**src/rtl/mem_port_arbiter.sv**
```systemverilog
// mem_port_arbiter: shares one single-ported memory between the IF stage
// (instruction fetch) and the MEM stage (loads/stores). Data accesses win
// over fetches; each access runs a request/acknowledge handshake with the
// memory, guarded by a watchdog that aborts accesses never acknowledged.
//
// Ports:
//   clk, rst_n                      clock, async active-low reset
//   if_req_i/if_addr_i/if_flush_i   fetch request, PC, branch squash pulse
//   if_ready_o/if_rdata_o           fetch completion pulse and instruction
//   d_req_i/d_we_i/d_addr_i/d_wdata_i  data request (load/store)
//   d_ready_o/d_rdata_o             data completion pulse and load data
//   mem_en_o/mem_we_o/mem_addr_o/mem_wdata_o  memory access (registered)
//   mem_rdata_i/mem_ack_i           memory read data and completion
//   stall_o                         pipeline freeze (combinational)
//   err_o                           watchdog abort pulse
module mem_port_arbiter #(
    parameter int unsigned ADDR_W = 32,
    parameter int unsigned DATA_W = 32,
    parameter int unsigned WDOG   = 15
) (
    input  logic              clk,
    input  logic              rst_n,
    input  logic              if_req_i,
    input  logic [ADDR_W-1:0] if_addr_i,
    input  logic              if_flush_i,
    output logic              if_ready_o,
    output logic [DATA_W-1:0] if_rdata_o,
    input  logic              d_req_i,
    input  logic              d_we_i,
    input  logic [ADDR_W-1:0] d_addr_i,
    input  logic [DATA_W-1:0] d_wdata_i,
    output logic              d_ready_o,
    output logic [DATA_W-1:0] d_rdata_o,
    output logic              mem_en_o,
    output logic              mem_we_o,
    output logic [ADDR_W-1:0] mem_addr_o,
    output logic [DATA_W-1:0] mem_wdata_o,
    input  logic [DATA_W-1:0] mem_rdata_i,
    input  logic              mem_ack_i,
    output logic              stall_o,
    output logic              err_o
);

    localparam int unsigned     CNT_W    = 8;
    localparam logic [CNT_W-1:0] WDOG_LIM = CNT_W'(WDOG);

    typedef enum logic [1:0] {
        IDLE    = 2'd0,
        IF_BUSY = 2'd1,
        D_BUSY  = 2'd2
    } state_e;

    state_e              state_q, state_d;
    logic                kill_q, kill_d;
    logic [CNT_W-1:0]    cnt_q, cnt_d;
    logic                mem_en_q, mem_en_d;
    logic                mem_we_q, mem_we_d;
    logic [ADDR_W-1:0]   mem_addr_q, mem_addr_d;
    logic [DATA_W-1:0]   mem_wdata_q, mem_wdata_d;
    logic                if_ready_q, if_ready_d;
    logic [DATA_W-1:0]   if_rdata_q, if_rdata_d;
    logic                d_ready_q, d_ready_d;
    logic [DATA_W-1:0]   d_rdata_q, d_rdata_d;
    logic                err_q, err_d;

    // A requester's req is ignored in its own ready cycle: it is still
    // showing the access that just completed.
    logic if_req_m, d_req_m;
    assign if_req_m = if_req_i & ~if_ready_q;
    assign d_req_m  = d_req_i  & ~d_ready_q;

    // A flush landing in the final cycle of a fetch must still suppress it.
    logic kill_eff;
    assign kill_eff = kill_q | ((state_q == IF_BUSY) & if_flush_i);

    // Ack in the limit cycle wins over the abort.
    logic timeout;
    assign timeout = ~mem_ack_i & (cnt_q == WDOG_LIM);

    logic [DATA_W-1:0] done_data;
    assign done_data = mem_ack_i ? mem_rdata_i : '0;

    // State register and all registered outputs.
    always_ff @(posedge clk or negedge rst_n) begin
        if (!rst_n) begin
            state_q     <= IDLE;
            kill_q      <= 1'b0;
            cnt_q       <= '0;
            mem_en_q    <= 1'b0;
            mem_we_q    <= 1'b0;
            mem_addr_q  <= '0;
            mem_wdata_q <= '0;
            if_ready_q  <= 1'b0;
            if_rdata_q  <= '0;
            d_ready_q   <= 1'b0;
            d_rdata_q   <= '0;
            err_q       <= 1'b0;
        end else begin
            state_q     <= state_d;
            kill_q      <= kill_d;
            cnt_q       <= cnt_d;
            mem_en_q    <= mem_en_d;
            mem_we_q    <= mem_we_d;
            mem_addr_q  <= mem_addr_d;
            mem_wdata_q <= mem_wdata_d;
            if_ready_q  <= if_ready_d;
            if_rdata_q  <= if_rdata_d;
            d_ready_q   <= d_ready_d;
            d_rdata_q   <= d_rdata_d;
            err_q       <= err_d;
        end
    end

    // Grant, access sequencing, flush and watchdog.
    always_comb begin
        state_d     = state_q;
        kill_d      = kill_q;
        cnt_d       = cnt_q;
        mem_en_d    = 1'b0;
        mem_we_d    = 1'b0;
        mem_addr_d  = mem_addr_q;
        mem_wdata_d = mem_wdata_q;
        if_ready_d  = 1'b0;
        if_rdata_d  = if_rdata_q;
        d_ready_d   = 1'b0;
        d_rdata_d   = d_rdata_q;
        err_d       = 1'b0;

        case (state_q)
            IDLE: begin
                kill_d = 1'b0;
                cnt_d  = '0;
                if (d_req_m) begin
                    state_d     = D_BUSY;
                    mem_en_d    = 1'b1;
                    mem_we_d    = d_we_i;
                    mem_addr_d  = d_addr_i;
                    mem_wdata_d = d_wdata_i;
                end else if (if_req_m) begin
                    state_d    = IF_BUSY;
                    mem_en_d   = 1'b1;
                    mem_addr_d = if_addr_i;
                end
            end
            IF_BUSY, D_BUSY: begin
                if (mem_ack_i || timeout) begin
                    state_d = IDLE;
                    kill_d  = 1'b0;
                    err_d   = timeout;
                    if (state_q == IF_BUSY) begin
                        if (!kill_eff) begin
                            if_ready_d = 1'b1;
                            if_rdata_d = done_data;
                        end
                    end else begin
                        d_ready_d = 1'b1;
                        d_rdata_d = done_data;
                    end
                end else begin
                    cnt_d    = cnt_q + CNT_W'(1);
                    kill_d   = kill_eff;
                    mem_en_d = 1'b1;
                    mem_we_d = mem_we_q;
                end
            end
            default: begin
                state_d = IDLE;
            end
        endcase
    end

    assign stall_o     = (if_req_i & ~if_ready_q) | (d_req_i & ~d_ready_q);
    assign mem_en_o    = mem_en_q;
    assign mem_we_o    = mem_we_q;
    assign mem_addr_o  = mem_addr_q;
    assign mem_wdata_o = mem_wdata_q;
    assign if_ready_o  = if_ready_q;
    assign if_rdata_o  = if_rdata_q;
    assign d_ready_o   = d_ready_q;
    assign d_rdata_o   = d_rdata_q;
    assign err_o       = err_q;

endmodule

```
**config.mk**
```make
export PLATFORM = sky130hd
export DESIGN_NAME = mem_port_arbiter
export DESIGN_NICKNAME = d
export VERILOG_FILES = /design/src/rtl/mem_port_arbiter.sv
export SDC_FILE = /design/constraint.sdc
export NUM_CORES = 1
export LEC_CHECK = 0
export ABC_CLOCK_PERIOD_IN_PS = 2000
export CELL_PAD_IN_SITES_DETAIL_PLACEMENT = 1
export CELL_PAD_IN_SITES_GLOBAL_PLACEMENT = 1
export CORE_ASPECT_RATIO = 1.2
export CORE_UTILIZATION = 29
export DETAILED_ROUTE_END_ITERATION = 8
export PLACE_DENSITY = 0.75
export SETUP_SLACK_MARGIN = 0.2
export SLEW_MARGIN = 20
export SYNTH_ARGS = -nofsm -noshare
export SYNTH_HDL_FRONTEND = slang
export SYNTH_SLANG_ARGS = --single-unit
```
**constraint.sdc**
```tcl
create_clock -name clk -period 2 [get_ports clk]
set_input_delay 0.4 -clock clk [delete_from_list [all_inputs] [get_ports clk]]
set_output_delay 0.4 -clock clk [all_outputs]
set_load 0.01 [all_outputs]
```
==> flow_summary.toml, run 1 <==
[timing]
finalCritPeriodShare_pct = 100.7
worst_pin_slew_ns = 0.4244
setup_slack_ns = -0.01378
finalSetupViolCount = 28
whs_ns = 0.4693
max_freq_mhz = 496.6
rsz0062_at_grt = "yes"
hold_viol_final = 0
fin_skew_ns = 0.008739
slew_violations = 0
finalSetupTns_ns = -0.1648
fin_crit_ns = 2.014
slew_headroom_pct = 71.70

[critical_path]
crit_fanout = 33
critPathKind = "reg -> reg"
start_kind = "register"
cp_slowest_cell = "dfrtp_2"
cp.required_ns = 2.30
worstPathArrival_ns = 2.31
r2r-start = "cnt_q[7]"
end_kind = "register"
cp_cell_sequence = "nor4_4, a21oi_4, nor4b_4, buf_12, mux2_2"
path_delay_family = "simple AND/OR/NAND/NOR gates"
ff2ff_path_depth = 5
reg2reg_to = "if_rdata_o[14]"
slowest_delay_ns = 0.43
worst-path-buf-inv = 1
rrSetupSlack_ns = -0.01

[min_path]
holdCritPathClass = "in -> async"

[logic_synthesis]
async_flop_share_pct = 100.0
yosysSeqAreaShare_pct = 59.48
synth_area_um2 = 6058
postSynthCellCount = 458
ys_ff_latch = 144
synth-edff-count = 0
avgSynthCellArea_um2 = 13.23
syn_nets = 597
ys_types = 35
synth_ff_type = "dfrtp_1"
yosys_warnings = 0

[route]
ant_nets = 0
vias_per_cell = 4.533
wl_um = 18220
drt_iter0_markers = 108
drcViolationCount = 0
wire_per_inst_um = 17.67
first_pass_iters = 4
vias = 4674

[floorplanning]
die_x_um = 133.9
dieArea_um2 = 21470
row_count = 57
start_util_pct = 29.70
die_h_um = 160.3
ioPinCount = 269
coreArea_um2 = 20400

[cells_and_area]
num_antenna_cells = 0
final_layout_size_suffix_gt1_share_pct = 22.45
finalNetCount = 892
n_fill_cell = 2106
finalInstanceArea_um2 = 10090
area_delta_synth_final_pct = 66.60
final_cell_count_no_fill = 1031
finish.utilization_pct = 49.48

[global_routing]
grt_pass1_wl_um = 28690
antenna_found_initial = 0
overflow = 0
grt_pass1_vias = 5262
grt_max_degree = 65
grt_usage_pct = 17.27

[run_status]
outcome = "complete, but fails checks"
violations = "setup timing"

[clock_network]
numCtsBuffers = 17
clockBufferDepth = 2
path_clk_slew_ns = 0.06
cts_sinks = 144
cts_tree = "yes"
clk_latency_ns = 0.41
cts_max_level = 4
root_buffer = "clkbuf_16"

[placement]
finalWeightedCongestion = 0.7870
io_buffers = 268
detailed_place_hpwl_um = 13150
placed_area_um2 = 9334
placed_cells = 990

[pwr]
ir_worst_vdd_mv = 0.6431
power.density_nw_per_um2 = 1487
p_leak_nw = 4.477

[flow_run]
cap_violations = 0
cell usage after synthesis, types with 2 or more instances:
cell type    n  area, µm²
ha_1         4      50.05
mux2_2      95       1070
inv_1        5      18.77
nor2b_1      2      12.51
or3_1        2      12.51
o21ai_0     37      185.2
clkbuf_1    15      56.30
buf_1        4      15.01
nand2_1     43      161.4
buf_6        6      67.56
nand3_1      6      30.03
o211ai_1     2      15.01
nand2b_1     3      18.77
dfrtp_1    144       3603
a21oi_1      5      25.02
mux2i_1     33      330.3
and2_1      33      206.5
a21o_1       2      15.01
flip-flops by register name, summed over array words and instances (netlist names):
register     flops
err_o            1
kill_q           1
mem_wdata_o     32
mem_addr_o      32
state_q          2
if_ready_o       1
if_rdata_o      32
mem_we_o         1
cnt_q            8
d_ready_o        1
d_rdata_o       32
mem_en_o         1
per-layer routing:
metal | routed length (µm) | track usage (%) | vias up
li1 | - | - | 2178
met1 | 6878 | 18.69 | 2321
met2 | 9863 | 31.77 | 161
met3 | 1252 | 5.713 | 14
met4 | 222 | 4.649 | 0
met5 | 0 | 0 | -
placed cells by master, fill, tap and decap left out, types with 3 or more instances in the layout:
cell / instances
dfrtp_1: 142
dlymetal6s2s_1: 4
buf_12: 8
clkbuf_16: 17
mux2_4: 34
a21oi_1: 5
nand3_1: 6
buf_6: 4
mux2i_1: 33
buf_4: 18
inv_6: 3
buf_16: 3
ha_1: 3
o21ai_0: 36
nand2_1: 43
mux2_2: 61
clkdlybuf4s50_1: 261
inv_1: 5
and2_1: 33
clkinvlp_4: 5
cell type report:
class | count | area (µm²) | share of cell area (%)
sequential | 144 | 3606 | 35.73
clock buffer | 21 | 460.4 | 4.562
multi-input combinational | 284 | 2464 | 24.41
inverter | 5 | 18.77 | 0.1859
clock inverter | 11 | 103.9 | 1.029
tap | 265 | 331.6 | 3.285
timing repair buffer | 301 | 3109 | 30.80
worst max-delay path by stage:
stage	endpoint	cells past startpoint	from	slack, ns
3_3_place_gp	stall_o	4	d_req_i	-0.23
6_report	if_rdata_o[14]	5	cnt_q[7]	-0.01
5_1_grt	if_rdata_o[0]	5	cnt_q[7]	-0.06
4_1_cts	if_rdata_o[7]	5	cnt_q[7]	-0.03
3_5_place_dp	state_q[0]	6	mem_ack_i	-0.28
2_1_floorplan	if_rdata_o[10]	5	cnt_q[7]	-0.01
where the power goes:
part | switching [mW] | internal, mW | total, mW
clock network | 1.26 | 1.79 | 3.05
registers | 0.738 | 4.23 | 4.97
logic | 2.74 | 4.25 | 6.99
total | 4.74 | 10.3 | 15.0
metrics by stage:
stage | total power [mW] | setup slack [ns]
finish | 15.01 | -0.01378
floorplan | 7.902 | -0.01251
global placement | 11.51 | -0.2256
CTS | 15.22 | -0.03470
global route | 15.87 | -0.06350
detailed placement | 11.76 | -0.2762
repair_timing:
item,CTS,global route
buffers inserted,3,2
endpoints found under the setup margin,67,73
cloned,3,0
pin swaps,1,0
hold buffers,1,0
hold endpoints to repair,39,0
resized for setup,16,11
kinds of logic (layout without fill, tap and decap cells):
logic type	count (synthesis)	count (layout)	synth area share, %
compound gates	53	53	4.957
xor+xnor	1	1	0.1446
fa+ha+maj	4	4	0.8261
buf+inv	30	338	2.602
flops	144	144	59.48
mux	129	129	23.30
simple gates	97	97	8.695
(Power assumes the default switching activity.)
==> run 2: changes to the inputs <==
--- a/config.mk
+++ b/config.mk
@@ -5,13 +5,13 @@
 export SDC_FILE = /design/constraint.sdc
 export NUM_CORES = 1
 export LEC_CHECK = 0
-export ABC_CLOCK_PERIOD_IN_PS = 2000
+export ABC_CLOCK_PERIOD_IN_PS = 1900
 export CELL_PAD_IN_SITES_DETAIL_PLACEMENT = 1
 export CELL_PAD_IN_SITES_GLOBAL_PLACEMENT = 1
 export CORE_ASPECT_RATIO = 1.2
-export CORE_UTILIZATION = 29
+export CORE_UTILIZATION = 32
 export DETAILED_ROUTE_END_ITERATION = 8
-export PLACE_DENSITY = 0.75
+export PLACE_DENSITY = 0.79
 export SETUP_SLACK_MARGIN = 0.2
 export SLEW_MARGIN = 20
 export SYNTH_ARGS = -nofsm -noshare
==> constraint.sdc (replaced) <==
create_clock -name clk -period 1.9 [get_ports clk]
set_input_delay 0.38 -clock clk [delete_from_list [all_inputs] [get_ports clk]]
set_output_delay 0.38 -clock clk [all_outputs]
set_load 0.01 [all_outputs]
==> flow_summary.toml, run 2 (synthesis gave the netlist of run 1 again) <==
[floorplanning]
die_x_um = 127.6
start_util_pct = 32.97
die_h_um = 152.7
row_count = 54
ioPinCount = 269
dieArea_um2 = 19490
coreArea_um2 = 18380

[critical_path]
critPathKind = "reg -> reg"
ff2ff_path_depth = 7
worstPathArrival_ns = 2.37
start_kind = "register"
crit_fanout = 8
cp.required_ns = 2.20
end_kind = "register"

[timing]
fin_crit_ns = 2.074
finalCritPeriodShare_pct = 109.1
finalSetupViolCount = 58
worst_pin_slew_ns = 0.5283
setup_slack_ns = -0.1735
finalSetupTns_ns = -6.018
hold_viol_final = 0
slew_violations = 0
slew_headroom_pct = 64.78
fin_skew_ns = 0.007684
max_freq_mhz = 482.3
whs_ns = 0.4793
rsz0062_at_grt = "yes"

[cells_and_area]
area_delta_synth_final_pct = 74.00
final_layout_size_suffix_gt1_share_pct = 27.32
num_antenna_cells = 0
finalNetCount = 924
final_cell_count_no_fill = 1050
final_cell_mix = "144 x dfrtp_1, 132 x clkdlybuf4s50_1, 120 x dlygate4sd2_1, 50 x mux2_4, 45 x mux2_2"
final_common_cell = "dfrtp_1"
finish.utilization_pct = 57.36

[route]
drt-met1-wl_um = 7704
wl_um = 20850
top_layer_used = "met4"
met2WireLength_um = 11280
ant_nets = 0
drt_iter0_markers = 142
drcViolationCount = 0
wl_met3_um = 1384
wire_per_inst_um = 19.86
first_pass_iters = 4
vias_per_cell = 4.714
vias = 4950

[global_routing]
overflow = 0
grt_max_degree = 54
grt_pass1_wl_um = 32270
grt_pass1_vias = 5685
grt_usage_pct = 21.76
antenna_found_initial = 0

[flow_run]
cap_violations = 0

[run_status]
violations = "setup timing"
outcome = "complete, but fails checks"

[clock_network]
numCtsBuffers = 17
clk_latency_ns = 0.42
cts_tree = "yes"
cts_sinks = 144
root_buffer = "clkbuf_16"
path_clk_slew_ns = 0.06
cts_max_level = 4
clockBufferDepth = 2

[pwr]
ir_worst_vdd_mv = 0.8126
p_leak_nw = 5.206
power.density_nw_per_um2 = 1514

[placement]
detailed_place_hpwl_um = 13720
placed_cells = 985
finalWeightedCongestion = 0.7894
io_buffers = 268

[min_path]
holdCritPathClass = "reg -> reg"
whs_path_depth = 2
run 2: final cells by class:
cell class                 count  area [µm²]
sequential                   144        3603
clock buffer                  19       442.9
clock inverter                13       186.4
tap                          252       315.3
inverter                       5       18.77
multi-input combinational    284        2623
fill                        1891        7836
timing repair buffer         333        3352
run 2: worst max-delay path, stage by stage, from the launching register on:
cell and delay (ns):
dfrtp_1 0.42, nor4_4 0.37, a21oi_4 0.13, nor4b_4 0.30, buf_6 0.18, buf_12 0.10, buf_12 0.14, mux2_4 0.31
run 2: power breakdown:
part           switching, mW  leakage, nW  internal (mW)  total (mW)
clock                   1.32        0.307           2.24        3.55
combinational           3.16         3.09           4.01        7.18
sequential             0.772         1.81           4.46        5.23
total                   5.25         5.21           10.7        16.0
run 2: worst paths after layout:
kind	slack, ns	to	start
min in group asynchronous	0.50	d_rdata_o[28]	rst_n
max in group asynchronous	0.75	mem_wdata_o[28]	rst_n
max reg2reg	-0.17	if_rdata_o[12]	cnt_q[7]
min reg2reg	0.48	mem_addr_o[20]	mem_addr_o[20]
min	0.48	mem_addr_o[20]	mem_addr_o[20]
max	-0.17	if_rdata_o[12]	cnt_q[7]
run 2: layer usage:
| layer | vias up | GRT usage, % |
|---|---|---|
| li1 | 2249 | - |
| met1 | 2472 | 23.72 |
| met2 | 197 | 40.10 |
| met3 | 32 | 6.074 |
| met4 | 0 | 7.227 |
| met5 | - | 0 |
run 2: per-stage QoR:
step                power [mW]  setup WS [ns]  instance area, µm²
detailed placement       12.51        -0.2900                9389
global placement         12.16        -0.2895                9389
finish                   15.96        -0.1735               10540
CTS                      15.91       -0.05257               10320
floorplan                8.345        -0.1125                6197
global route             16.86        -0.2416               10540
run 2: repair_timing:
item | in CTS | in global routing
setup buffers | 17 | 9
hold buffers | 1 | 0
resized for setup | 166 | 37
setup endpoints to repair | 189 | 89
gates cloned | 5 | 1
pin swaps | 6 | 14
hold endpoints to repair | 50 | 0
